File: config.mk
export PLATFORM = sky130hd
export DESIGN_NAME = clock_key_conditioner
export DESIGN_NICKNAME = d
export VERILOG_FILES = /design/src/rtl/clock_key_conditioner.sv
export SDC_FILE = /design/constraint.sdc
export NUM_CORES = 1
export LEC_CHECK = 0
export BUFFER_PORTS_ARGS = -buffer_cell sky130_fd_sc_hd__buf_2
export CORE_ASPECT_RATIO = 0.6
export CORE_MARGIN = 2
export CORE_UTILIZATION = 24
export CTS_CLUSTER_SIZE = 12
export DETAILED_ROUTE_END_ITERATION = 16
export GPL_TIMING_DRIVEN = 0
export PLACE_DENSITY = 0.41
export SLEW_MARGIN = 10
export SYNTH_ARGS = -nofsm -noshare
export SYNTH_HDL_FRONTEND = slang
export SYNTH_HIERARCHICAL = 1
export SYNTH_SLANG_ARGS = --single-unit
File: constraint.sdc
create_clock -name clk -period 2.07 [get_ports clk]
set_input_delay 0.3105 -clock clk [delete_from_list [all_inputs] [get_ports clk]]
set_output_delay 0.3105 -clock clk [all_outputs]
set_load 0.05 [all_outputs]
File: src/rtl/clock_key_conditioner.sv
// Push-button front end for the clock/alarm: synchronizes and debounces five keys,
// emits single-cycle commands, and auto-repeats MIN/HR while held in a set mode.
`timescale 1ns/1ps

module ckc_debounce #(
  parameter int ACTIVE_LOW_KEYS = 1,
  parameter int DEBOUNCE_CYCLES = 250000
) (
  input  logic clk,
  input  logic rst_n,
  input  logic i_key,
  output logic o_stable
);
  localparam int CW = (DEBOUNCE_CYCLES > 2) ? $clog2(DEBOUNCE_CYCLES) : 1;
  localparam logic [CW-1:0] LAST = CW'(DEBOUNCE_CYCLES - 1);

  logic          w_key;
  logic [1:0]    r_sync;
  logic [CW-1:0] r_cnt;
  logic          r_stable;

  assign w_key    = i_key ^ (ACTIVE_LOW_KEYS != 0);
  assign o_stable = r_stable;

  always_ff @(posedge clk or negedge rst_n) begin
    if (!rst_n) begin
      r_sync   <= '0;
      r_cnt    <= '0;
      r_stable <= 1'b0;
    end else begin
      r_sync <= {r_sync[0], w_key};
      if (r_sync[1] == r_stable) begin
        r_cnt <= '0;
      end else if (r_cnt == LAST) begin
        r_stable <= ~r_stable;
        r_cnt    <= '0;
      end else begin
        r_cnt <= r_cnt + 1'b1;
      end
    end
  end
endmodule

module ckc_repeat #(
  parameter int REPEAT_DELAY  = 25000000,
  parameter int REPEAT_PERIOD = 5000000
) (
  input  logic clk,
  input  logic rst_n,
  input  logic i_stable,
  input  logic i_rise,
  input  logic i_set_mode,
  output logic o_pulse
);
  localparam int CW = (REPEAT_DELAY > 2) ? $clog2(REPEAT_DELAY) : 1;
  localparam logic [CW-1:0] DLY_LAST = CW'(REPEAT_DELAY - 1);
  localparam logic [CW-1:0] PER_LAST = CW'(REPEAT_PERIOD - 1);

  typedef enum logic [1:0] {S_IDLE, S_DELAY, S_REPEAT} state_t;

  state_t        r_state, w_state_nxt;
  logic [CW-1:0] r_cnt, w_cnt_nxt;
  logic          w_emit;
  logic          r_pulse;

  assign o_pulse = r_pulse;

  always_ff @(posedge clk or negedge rst_n) begin
    if (!rst_n) begin
      r_state <= S_IDLE;
      r_cnt   <= '0;
      r_pulse <= 1'b0;
    end else begin
      r_state <= w_state_nxt;
      r_cnt   <= w_cnt_nxt;
      r_pulse <= w_emit;
    end
  end

  always_comb begin
    w_state_nxt = r_state;
    w_cnt_nxt   = r_cnt + 1'b1;
    w_emit      = 1'b0;
    // Key release or leaving set mode wins over any pulse due this cycle.
    if (!i_stable || !i_set_mode) begin
      w_state_nxt = S_IDLE;
      w_cnt_nxt   = '0;
    end else begin
      case (r_state)
        S_IDLE: begin
          w_cnt_nxt = '0;
          if (i_rise) begin
            w_emit      = 1'b1;
            w_state_nxt = S_DELAY;
          end
        end
        S_DELAY: begin
          if (r_cnt == DLY_LAST) begin
            w_emit      = 1'b1;
            w_cnt_nxt   = '0;
            w_state_nxt = S_REPEAT;
          end
        end
        S_REPEAT: begin
          if (r_cnt == PER_LAST) begin
            w_emit    = 1'b1;
            w_cnt_nxt = '0;
          end
        end
        default: begin
          w_state_nxt = S_IDLE;
          w_cnt_nxt   = '0;
        end
      endcase
    end
  end
endmodule

module clock_key_conditioner #(
  parameter int ACTIVE_LOW_KEYS = 1,
  parameter int DEBOUNCE_CYCLES = 250000,
  parameter int REPEAT_DELAY    = 25000000,
  parameter int REPEAT_PERIOD   = 5000000
) (
  input  logic clk,
  input  logic reset,
  input  logic key_set_clock,
  input  logic key_set_alarm,
  input  logic key_min,
  input  logic key_hr,
  input  logic key_alarm_off,
  output logic set_clock_lvl,
  output logic set_alarm_lvl,
  output logic min_pulse,
  output logic hr_pulse,
  output logic alarm_off_pulse
);
  localparam int NUM_KEYS = 5;

  // Key index: 0 set_clock, 1 set_alarm, 2 min, 3 hr, 4 alarm_off.
  logic [NUM_KEYS-1:0] w_raw;
  logic [NUM_KEYS-1:0] w_stable;
  logic [NUM_KEYS-1:2] r_prev;
  logic [NUM_KEYS-1:2] w_rise;
  logic [1:0]          w_rep;
  logic                w_set_mode;
  logic                r_aoff;

  assign w_raw = {key_alarm_off, key_hr, key_min, key_set_alarm, key_set_clock};

  genvar g;
  generate
    for (g = 0; g < NUM_KEYS; g++) begin : g_deb
      ckc_debounce #(
        .ACTIVE_LOW_KEYS(ACTIVE_LOW_KEYS),
        .DEBOUNCE_CYCLES(DEBOUNCE_CYCLES)
      ) u_deb (
        .clk     (clk),
        .rst_n   (reset),
        .i_key   (w_raw[g]),
        .o_stable(w_stable[g])
      );
    end
  endgenerate

  assign w_rise     = w_stable[NUM_KEYS-1:2] & ~r_prev;
  assign w_set_mode = w_stable[0] | w_stable[1];

  generate
    for (g = 0; g < 2; g++) begin : g_rep
      ckc_repeat #(
        .REPEAT_DELAY (REPEAT_DELAY),
        .REPEAT_PERIOD(REPEAT_PERIOD)
      ) u_rep (
        .clk       (clk),
        .rst_n     (reset),
        .i_stable  (w_stable[g+2]),
        .i_rise    (w_rise[g+2]),
        .i_set_mode(w_set_mode),
        .o_pulse   (w_rep[g])
      );
    end
  endgenerate

  always_ff @(posedge clk or negedge reset) begin
    if (!reset) begin
      r_prev <= '0;
      r_aoff <= 1'b0;
    end else begin
      r_prev <= w_stable[NUM_KEYS-1:2];
      r_aoff <= w_rise[4];
    end
  end

  assign set_clock_lvl   = w_stable[0];
  assign set_alarm_lvl   = w_stable[1];
  assign min_pulse       = w_rep[0];
  assign hr_pulse        = w_rep[1];
  assign alarm_off_pulse = r_aoff;
endmodule

==> metrics, run 1 <==
status=complete, no violations; Starting Density=24.53%; relative slew slack=a little over half; DP Worst Slack=-0.3151 ns; DRT iter0 DRCs=510; final core utilization=29.02%; Tot Pwr=6.622 mW; most frequent cells in the layout=dfrtp_1, nor2_1, nand3_1; Post-Syn Instances=848; Layout area overhead=18.31%; Antenna diodes=0; DR vias/cell=4.573; Distinct cells, synth=53; HP Class=primary input to register; final instance area=around 0.011 mm²; crit-path max FO=7; unrepaired setup endpoints after global routing=no; Synth Cell Area=0.008984 mm²; share of layout cells above drive strength 1=19.74%; Final ANT Viol Nets=0; CTS buffer count=17; Avg Cell Area, Syn=10.59 µm²; die footprint=approximately 0.039 mm²; commonest non-fill, non-tap cell in the layout=dfrtp_1; arrival time worst endpoint=between 2 and 2.5 ns; sequential area share after synthesis=45.96%; global-route wire length before repair=~35000 µm; Max Cap Viol=0; Clock Latency Late Sink=roughly 0.45 ns; Die Width=~250 µm; clk slew on worst S/H paths=0.07 ns; FF+latch count, synth=165; gr usage total=between 10 and 15%; asr flop ratio synth=100.0%; r2r startpoint=g_deb[2].u_deb/r_cnt[0]; post-synth net total=872; placed cell area=0.009707 mm²; non-filler cells, final=1426; CTS root buffer=clkbuf_16; Leakage=4.070 nW; First-pass DRT Iterations=7; Pwr Density=623.0 mW/mm²; Placed Cells=approximately 1400; TritonCTS clock tree=yes; # clock sinks=165; DRC viols=0; vias in the first global route=6278; Max VDD drop=0.0003252 V; worst reg2reg path endpoint=g_deb[2].u_deb/o_stable; Crit. End Element=register; Nets=~930; DIE HEIGHT=153.9 µm; setup violators final=0; Filler cells=3842; initial antenna violation count=0; top_reg_cell synth=dfrtp_1; final worst slack=0.1006 ns; setup slack, reg-to-reg=0.10 ns; Hold Vio Cnt, Final=0; hold slack final=just over 0.03 ns; crit path kind=register to register; post-detail-place hpwl=13970 µm; fin crit share=around 95%; core area=roughly 0.037 mm²; Critical Path Source Type=register; CTS H-tree depth=4; YS warnings=6; via count=between 6000 and 7000; grt ovf=0; # rows=54; Worst Skew=0.007948 ns; Routed WL per cell=14.44 µm; I/O pin cnt=12; Worst-Margin Slew=~0.69 ns; WP data required=around 2.4 ns; Total Wirelength=20590 µm; Port Buffers=11; fin. max-slew vios=0; clk buf depth=2; setup total negative slack=0 ns; largest net degree at the start of global routing=101; Crit. Startpoint=g_deb[2].u_deb/r_cnt[0]; fmax=slightly above 500 MHz; CP Capture Point=g_deb[2].u_deb/o_stable; Post-synth EDFFs=0; placer congestion estimate=about 0.75; r2r worst-path depth=4; fin crit period=1.969 ns
-- critical path, stage by stage, from the launching register on --
cell and delay (ns):
dfrtp_1 0.40, ha_1 0.23, nand4_1 0.39, nor4_1 0.44
mux2_2 0.38
-- routing by layer --
layer  share of wire (%)  track usage, %
met4                0.88           2.521
met2                  37           13.86
met3                 2.8           3.098
met5                   0               0
met1                  59           18.12
-- cells in the mapped netlist (9+ instances only) --
cell type / number / area [µm²]
a211oi_1: 18 / 135.1
nand3_1: 54 / 270.3
ha_1: 17 / 212.7
and4_1: 11 / 96.34
inv_1: 25 / 93.84
o21ai_0: 18 / 90.09
nor3_1: 12 / 60.06
clkbuf_1: 9 / 33.78
nand4_1: 41 / 256.5
nor4_1: 37 / 231.5
xor2_1: 49 / 429.2
a211oi_2: 12 / 150.1
nand2_1: 42 / 157.7
nor2_1: 96 / 360.4
or4_4: 9 / 101.4
or3_1: 15 / 93.84
or4_1: 15 / 112.6
a221oi_2: 12 / 180.2
o31ai_1: 14 / 105.1
dfrtp_1: 165 / 4129
xnor2_1: 52 / 455.4
-- cells by family (layout without fill, tap and decap cells) --
kind of cell / after synthesis / in the layout / synth area share (%)
simple gates: 400 / 400 / 26.04
flops: 165 / 165 / 45.96
compound gates: 107 / 107 / 11.69
xor+xnor: 101 / 101 / 9.847
buf+inv: 51 / 125 / 3.245
fa+ha+maj: 17 / 17 / 2.368
mux: 7 / 7 / 0.8495
-- sequential cells by signal, indices dropped and copies added, names as in the netlist --
name	count
g_deb.u_deb/o_stable	5
g_deb.u_deb/r_sync	10
g_deb.u_deb/r_cnt	90
g_rep.u_rep/r_state	4
g_rep.u_rep/r_cnt	50
r_prev	3
alarm_off_pulse	1
g_rep.u_rep/o_pulse	2
-- worst min-delay path by stage --
stage | startpoint | end | slack, ns | cells after the start
CTS | key_min | g_deb[2].u_deb/r_sync[0] | 0.01 | 2
global placement | g_deb[0].u_deb/r_sync[0] | g_deb[0].u_deb/r_sync[1] | 0.33 | 0
global route | key_min | g_deb[2].u_deb/r_sync[0] | 0.02 | 2
detailed placement | reset | g_deb[4].u_deb/r_cnt[8] | 0.31 | 1
finish | key_min | g_deb[2].u_deb/r_sync[0] | 0.03 | 2
floorplan | reset | alarm_off_pulse | 0.01 | 0
-- power by group --
group / switching [mW] / internal, mW / leakage (nW)
Clock: 1.42 / 1.70 / 0.281
Sequential: 0.0334 / 3.26 / 2.27
Combinational: 0.131 / 0.0779 / 1.52
Total: 1.58 / 5.04 / 4.07
-- what timing repair did --
action / CTS / global route
setup endpoints to repair: 128 / 66
hold buffers: 5 / 0
pin swaps: 9 / 4
setup buffers: 22 / 4
hold endpoints to repair: 69 / 0
gates resized for setup: 12 / 15
-- layout make-up --
class                   instances  area, µm²  area share [%]
flip-flops and latches        165       4133           38.88
clock inverters                13      123.9           1.165
clock buffers                  18      439.2           4.132
inverters                      25      93.84          0.8829
repair buffers                 43      337.8           3.178
multi-input cells             632       4667           43.91
well taps                     504      630.6           5.933
plain buffers                  26      203.9           1.919
(Power assumes the default switching activity.)
==> run 2, diff against run 1 <==
--- a/config.mk
+++ b/config.mk
@@ -5,12 +5,12 @@
 export SDC_FILE = /design/constraint.sdc
 export NUM_CORES = 1
 export LEC_CHECK = 0
-export BUFFER_PORTS_ARGS = -buffer_cell sky130_fd_sc_hd__buf_2
 export CORE_ASPECT_RATIO = 0.6
 export CORE_MARGIN = 2
 export CORE_UTILIZATION = 24
 export CTS_CLUSTER_SIZE = 12
 export DETAILED_ROUTE_END_ITERATION = 16
+export DONT_BUFFER_PORTS = 1
 export GPL_TIMING_DRIVEN = 0
 export PLACE_DENSITY = 0.41
 export SLEW_MARGIN = 10
==> run 2 against run 1 <==
  * The flow now finishes with violations (negative hold slack)
  * Sequential power about the same
  * Clock skew up 0.0060 ns
  * Cell count down 0.28%
  * Critical path type unchanged
  * Register-to-register slack about the same
  * Die area unchanged
  * Largest cell class unchanged
  * Combinational power down 36%
  * Non-clock buffer count down 5
  * Worst hold slack worse by 0.46 ns
  * Utilization about the same
  * Maximum frequency about the same
  * Highest routed layer unchanged
==> metrics, run 2 (same netlist as run 1, synthesis figures left out) <==
Crit. End Element=register; Psw=about 1.5 mW; Starting Density=24.53%; Nets=929; fmax=507.8 MHz; Routed WL per cell=14.48 µm; fin crit period=1.969 ns; via count=around 6600; Max VDD drop=0.0004119 V; I/O pin cnt=12; Max Cap Viol=0; Antenna diodes=0; Filler cells=around 3800; status=complete, but fails checks; Leakage=between 4 and 5 nW; Port Buffers=0; relative slew slack=65.87%; global-route wire length before repair=35170 µm; Sw Ratio=22.76%; Top cell by count, worst path=buf_4; Die Width=approximately 250 µm; core area=between 0.03 and 0.04 mm²; worst-path cell chain=and4_2, buf_4, nand4_1, o21ai_4, buf_4, a221oi_2; crit path kind=register to register; grt ovf=0; Flop pwr share=49.4%; CTS buffer count=17; clock share of power=48.6%; Final ANT Viol Nets=0; clk slew on worst S/H paths=about 0.07 ns; fin crit share=95.13%; most frequent cells in the layout=dfrtp_1, nor2_1, nand3_1; DIE HEIGHT=~150 µm; Worst Skew=0.01394 ns; area taken by multi-input logic gates=0.004667 mm²; setup violators final=0; hold slack final=-0.4295 ns; share of layout cells above drive strength 1=19.72%; CP max-delay cell=dfrtp_1; vias in the first global route=approximately 6400; Internal=5.143 mW; HP Class=primary input to async pin; Total Wirelength=20590 µm; die footprint=approximately 0.04 mm²; gr usage total=11.24%; Pwr Density=approximately 630 mW/mm²; crit-path max FO=10; Critical Path Source Type=register; initial antenna violation count=0; CTS root buffer=clkbuf_16; commonest non-fill, non-tap cell in the layout=dfrtp_1; Placed Cells=1352; non-filler cells, final=1422; Layout area overhead=18.19%; Worst-Margin Slew=0.5120 ns; Top reg by flops=g_deb.u_deb/r_cnt; DR vias/cell=4.655; logic gate share of total power=2.0%; violated checks=negative hold slack; number of flip-flops in the largest register=90; fin. max-slew vios=0; CTS H-tree depth=4; placer congestion estimate=roughly 0.78; clk buf depth=2; # rows=54; Regs by FF count=g_deb.u_deb/r_cnt x90, g_rep.u_rep/r_cnt x50, g_deb.u_deb/r_sync x10; DRC viols=0; Seq. cell area=approximately 0.0041 mm²; Post-CTS Hold Buffers=5; post-detail-place hpwl=13670 µm; largest net degree at the start of global routing=166; WP data required=2.39 ns; # clock sinks=165; DRT iter0 DRCs=479; slowest cell delay on critical path=0.43 ns; First-pass DRT Iterations=5; TritonCTS clock tree=yes; Hold Vio Cnt, Final=~170; arrival time worst endpoint=2.29 ns; Clock Latency Late Sink=0.45 ns
-- run 2: changes by cell type in the layout (fill, tap and decap cells not counted), moves of 2 or more --
cell	change
clkinvlp_4	+2
inv_8	-2
buf_2	-10
buf_4	+8
-- run 2: layout make-up --
type / count / area share (%)
Multi-Input combinational cell: 632 / 43.95
Clock inverter: 14 / 1.414
Inverter: 25 / 0.8838
Buffer: 26 / 1.933
Sequential cell: 165 / 38.93
Clock buffer: 18 / 4.136
Timing Repair Buffer: 38 / 2.805
Tap cell: 504 / 5.939
-- run 2: routing by layer --
metal,global-route usage (%),part of all wire (%),up-vias
met5,0,0,-
met4,4.062,1.5,0
met3,2.336,2.9,21
met2,14.14,38,73
met1,18.11,58,3251
li1,-,-,3274
-- run 2: metrics by stage --
stage	worst slack (ns)	instance area, µm²	power (mW)	utilization [%]	setup TNS [ns]
floorplan	0.2133	8984	3.427	-	0
global route	-0.004871	10620	6.986	28.99	-0.006635
global placement	-0.3171	9614	3.457	26.25	-24.46
CTS	0.005021	10500	6.805	28.67	0
finish	0.1008	10620	6.659	28.99	0
detailed placement	-0.2963	9614	3.455	26.25	-22.90
-- run 2: worst max-delay path, delay by kind of cell, from the launching register on --
| family | cells | cell delay, ns |
|---|---|---|
| AND/OR/NAND/NOR | 2 | 0.53 |
| buffers and inverters | 2 | 0.47 |
| flip-flops | 1 | 0.43 |
| AO/OA/AOI/OAI | 2 | 0.40 |
-- run 2: final timing paths --
check | depth (start not counted) | slack [ns] | from | end
max in group asynchronous | 0 | 2.14 | reset | g_deb[1].u_deb/o_stable
min in group clk | 0 | 0.35 | g_deb[3].u_deb/r_sync[0] | g_deb[3].u_deb/r_sync[1]
worst min-delay path | 0 | -0.43 | reset | g_deb[4].u_deb/r_cnt[6]
worst max register to register | 6 | 0.10 | g_rep[1].u_rep/r_cnt[2] | g_rep[1].u_rep/r_cnt[21]
worst max-delay path | 6 | 0.10 | g_rep[1].u_rep/r_cnt[2] | g_rep[1].u_rep/r_cnt[21]
worst min register to register | 0 | 0.35 | g_deb[3].u_deb/r_sync[0] | g_deb[3].u_deb/r_sync[1]
-- run 2: power by group through the flow --
stage                     Combinational [mW]  Sequential [mW]  Clock, mW
after floorplan                       0.0828             3.34          0
after global placement                 0.105             3.35          0
after detailed placement               0.104             3.35          0
after CTS                              0.135             3.29       3.38
after global routing                   0.152             3.29       3.54
final                                  0.133             3.29       3.23
-- run 2: timing repair --
action | 4_1_cts | 5_1_grt
hold endpoints to repair | 170 | 165
pin swaps | 10 | 3
resized for setup | 14 | 14
buffers inserted | 25 | 8
setup endpoints to repair | 138 | 84
==> run 3, diff against run 2 <==
--- a/config.mk
+++ b/config.mk
@@ -7,12 +7,12 @@
 export LEC_CHECK = 0
 export CORE_ASPECT_RATIO = 0.6
 export CORE_MARGIN = 2
-export CORE_UTILIZATION = 24
+export CORE_UTILIZATION = 40
 export CTS_CLUSTER_SIZE = 12
 export DETAILED_ROUTE_END_ITERATION = 16
 export DONT_BUFFER_PORTS = 1
 export GPL_TIMING_DRIVEN = 0
-export PLACE_DENSITY = 0.41
+export PLACE_DENSITY = 0.58
 export SLEW_MARGIN = 10
 export SYNTH_ARGS = -nofsm -noshare
 export SYNTH_HDL_FRONTEND = slang
==> constraint.sdc (replaced) <==
create_clock -name clk -period 2 [get_ports clk]
set_input_delay 0.3 -clock clk [delete_from_list [all_inputs] [get_ports clk]]
set_output_delay 0.3 -clock clk [all_outputs]
set_load 0.05 [all_outputs]
==> run 3 against run 2 <==
  * The run still ends with negative hold slack left
  * Largest power group unchanged
  * Non-clock buffer count increased by 3
  * Combinational power is essentially flat
  * Count of clock-buffer cells in the layout stayed put
  * Die area fell by 39%
  * Sequential share of layout area rose by 0.84 points
  * First-iteration DRC count rose by 9.4%
==> metrics, run 3 (same netlist as run 1, synthesis figures left out) <==
status=complete, but fails checks; violated checks=negative hold slack; CTS H-tree depth=4; Max Cap Viol=0; Filler cells=approximately 2100; Max VDD drop=0.0005206 V; TritonCTS clock tree=yes; vias in the first global route=approximately 6000; grt ovf=0; core area=approximately 0.022 mm²; CTS root buffer=clkbuf_16; most frequent cells in the layout=dfrtp_1, nor2_1, nand3_1; global-route wire length before repair=31800 µm; most used routing layer=met1; # rows=42; Placed Cells=~1100; Crit. End Element=register; Antenna diodes=0; Die Width=slightly below 200 µm; final instance area=0.01039 mm²; fin. max-slew vios=0; Psw=1.554 mW; largest net degree at the start of global routing=166; DIE HEIGHT=120.1 µm; fmax=516.4 MHz; routing usage on met3=4.300%; met1 Usage GRT=27.65%; DRT iter0 DRCs=524; relative slew slack=63.51%; clock share of power=47.8%; Worst-Margin Slew=between 0.5 and 0.6 ns; crit-path max FO=10; clk slew on worst S/H paths=0.07 ns; Regs by FF count=g_deb.u_deb/r_cnt x90, g_rep.u_rep/r_cnt x50, g_deb.u_deb/r_sync x10; fin crit period=1.936 ns; Post-CTS Hold Buffers=5; Layout area overhead=15.67%; Final ANT Viol Nets=0; via count=around 6700; Worst Skew=0.007183 ns; crit path kind=register to register; final core utilization=47.19%; worst path bufs/invs=1; Port Buffers=0; logic gate share of total power=1.9%; delay-heaviest family, CP=simple AND/OR/NAND/NOR gates; unrepaired setup endpoints after global routing=no; HP Class=primary input to async pin; slowest cell delay on critical path=0.53 ns; WP data required=2.29 ns; Top reg by flops=g_deb.u_deb/r_cnt; placer congestion estimate=0.7931; Flop pwr share=50.3%; initial antenna violation count=0; Routed WL per cell=15.58 µm; placed cell area=slightly above 0.009 mm²; DRC viols=0; commonest non-fill, non-tap cell in the layout=dfrtp_1; Critical Path Source Type=register; hold slack final=-0.4328 ns; Sw Ratio=between 20% and 30%; arrival time worst endpoint=2.22 ns; CP max-delay cell=dfrtp_2; Hold Vio Cnt, Final=around 170; Total Wirelength=18810 µm; # clock sinks=165; Leakage=4.064 nW; Starting Density=roughly two fifths; die footprint=0.02371 mm²; First-pass DRT Iterations=5; Pwr Density=~650 mW/mm²; worst-path cell chain=or2_4, nand3_1, clkbuf_1, a211oi_1; CTS buffer count=17; routing usage on met2=20.88%; I/O pin cnt=12; fin crit share=96.82%; setup violators final=0; Clock Latency Late Sink=0.43 ns; share of layout cells above drive strength 1=20.20%; post-detail-place hpwl=12320 µm; DR vias/cell=5.540; Nets=932; clk buf depth=2; number of flip-flops in the largest register=90; gr usage total=16.79%; Internal=5.221 mW; non-filler cells, final=about 1200
-- run 3: changes by cell type in the layout (fill, tap and decap cells not counted), moves of 2 or more --
cell and change:
nor4b_2 +2, clkinv_4 +2, clkinv_2 -2, nor4b_1 -2
inv_6 +2, clkinvlp_4 -2
-- run 3: cell type report --
type | count | area (µm²) | area share, %
Multi-Input combinational cell | 632 | 4684 | 45.08
Sequential cell | 165 | 4133 | 39.77
Clock buffer | 18 | 439.2 | 4.226
Tap cell | 286 | 357.8 | 3.444
Timing Repair Buffer | 41 | 332.8 | 3.203
Buffer | 26 | 209.0 | 2.011
Clock inverter | 14 | 141.4 | 1.361
Inverter | 25 | 93.84 | 0.9031
-- run 3: power by group through the flow --
stage | registers [mW] | logic [mW] | clock network, mW
2_1_floorplan | 3.46 | 0.0857 | 0
3_3_place_gp | 3.47 | 0.105 | 0
3_5_place_dp | 3.47 | 0.105 | 0
4_1_cts | 3.40 | 0.133 | 3.36
5_1_grt | 3.41 | 0.150 | 3.51
6_report | 3.41 | 0.132 | 3.24
-- run 3: final timing paths --
| check | end | startpoint | slack, ns | cells past startpoint |
|---|---|---|---|---|
| worst max-delay path | g_rep[0].u_rep/r_cnt[13] | g_deb[1].u_deb/o_stable | 0.06 | 4 |
| worst min-delay path | g_deb[1].u_deb/r_cnt[12] | reset | -0.43 | 0 |
| worst max register to register | g_rep[0].u_rep/r_cnt[13] | g_deb[1].u_deb/o_stable | 0.06 | 4 |
| worst min register to register | g_deb[0].u_deb/r_sync[1] | g_deb[0].u_deb/r_sync[0] | 0.35 | 0 |
| max in group asynchronous | g_rep[0].u_rep/o_pulse | reset | 2.20 | 0 |
| min in group clk | g_deb[0].u_deb/r_sync[1] | g_deb[0].u_deb/r_sync[0] | 0.35 | 0 |
-- run 3: per-layer routing --
metal,routed length [µm],up-vias
met3,806,16
met5,0,-
li1,-,3283
met2,7245,114
met1,10600,3274
met4,160,0
-- run 3: repair_timing --
action	4_1_cts	5_1_grt
setup endpoints to repair	138	121
cloned	0	0
buffers inserted	21	15
endpoints found under the hold margin	170	165
gates resized for setup	14	20
pin swaps	10	4
-- run 3: stage by stage --
step           hold WS [ns]  setup slack (ns)  total power, mW  setup TNS, ns
3_3_place_gp        0.01431           -0.3070            3.573         -22.68
4_1_cts             -0.4615          0.005274            6.900              0
6_report            -0.4328           0.06351            6.775              0
5_1_grt             -0.4645         0.0001674            7.068              0
2_1_floorplan      0.004409            0.1433            3.547              0
3_5_place_dp        0.01601           -0.3060            3.574         -23.19
-- run 3: worst reg2reg max path, cell delays in order (launching register included) --
cell,delay [ns]
dfrtp_2,0.53
or2_4,0.36
nand3_1,0.31
clkbuf_1,0.48
a211oi_1,0.12
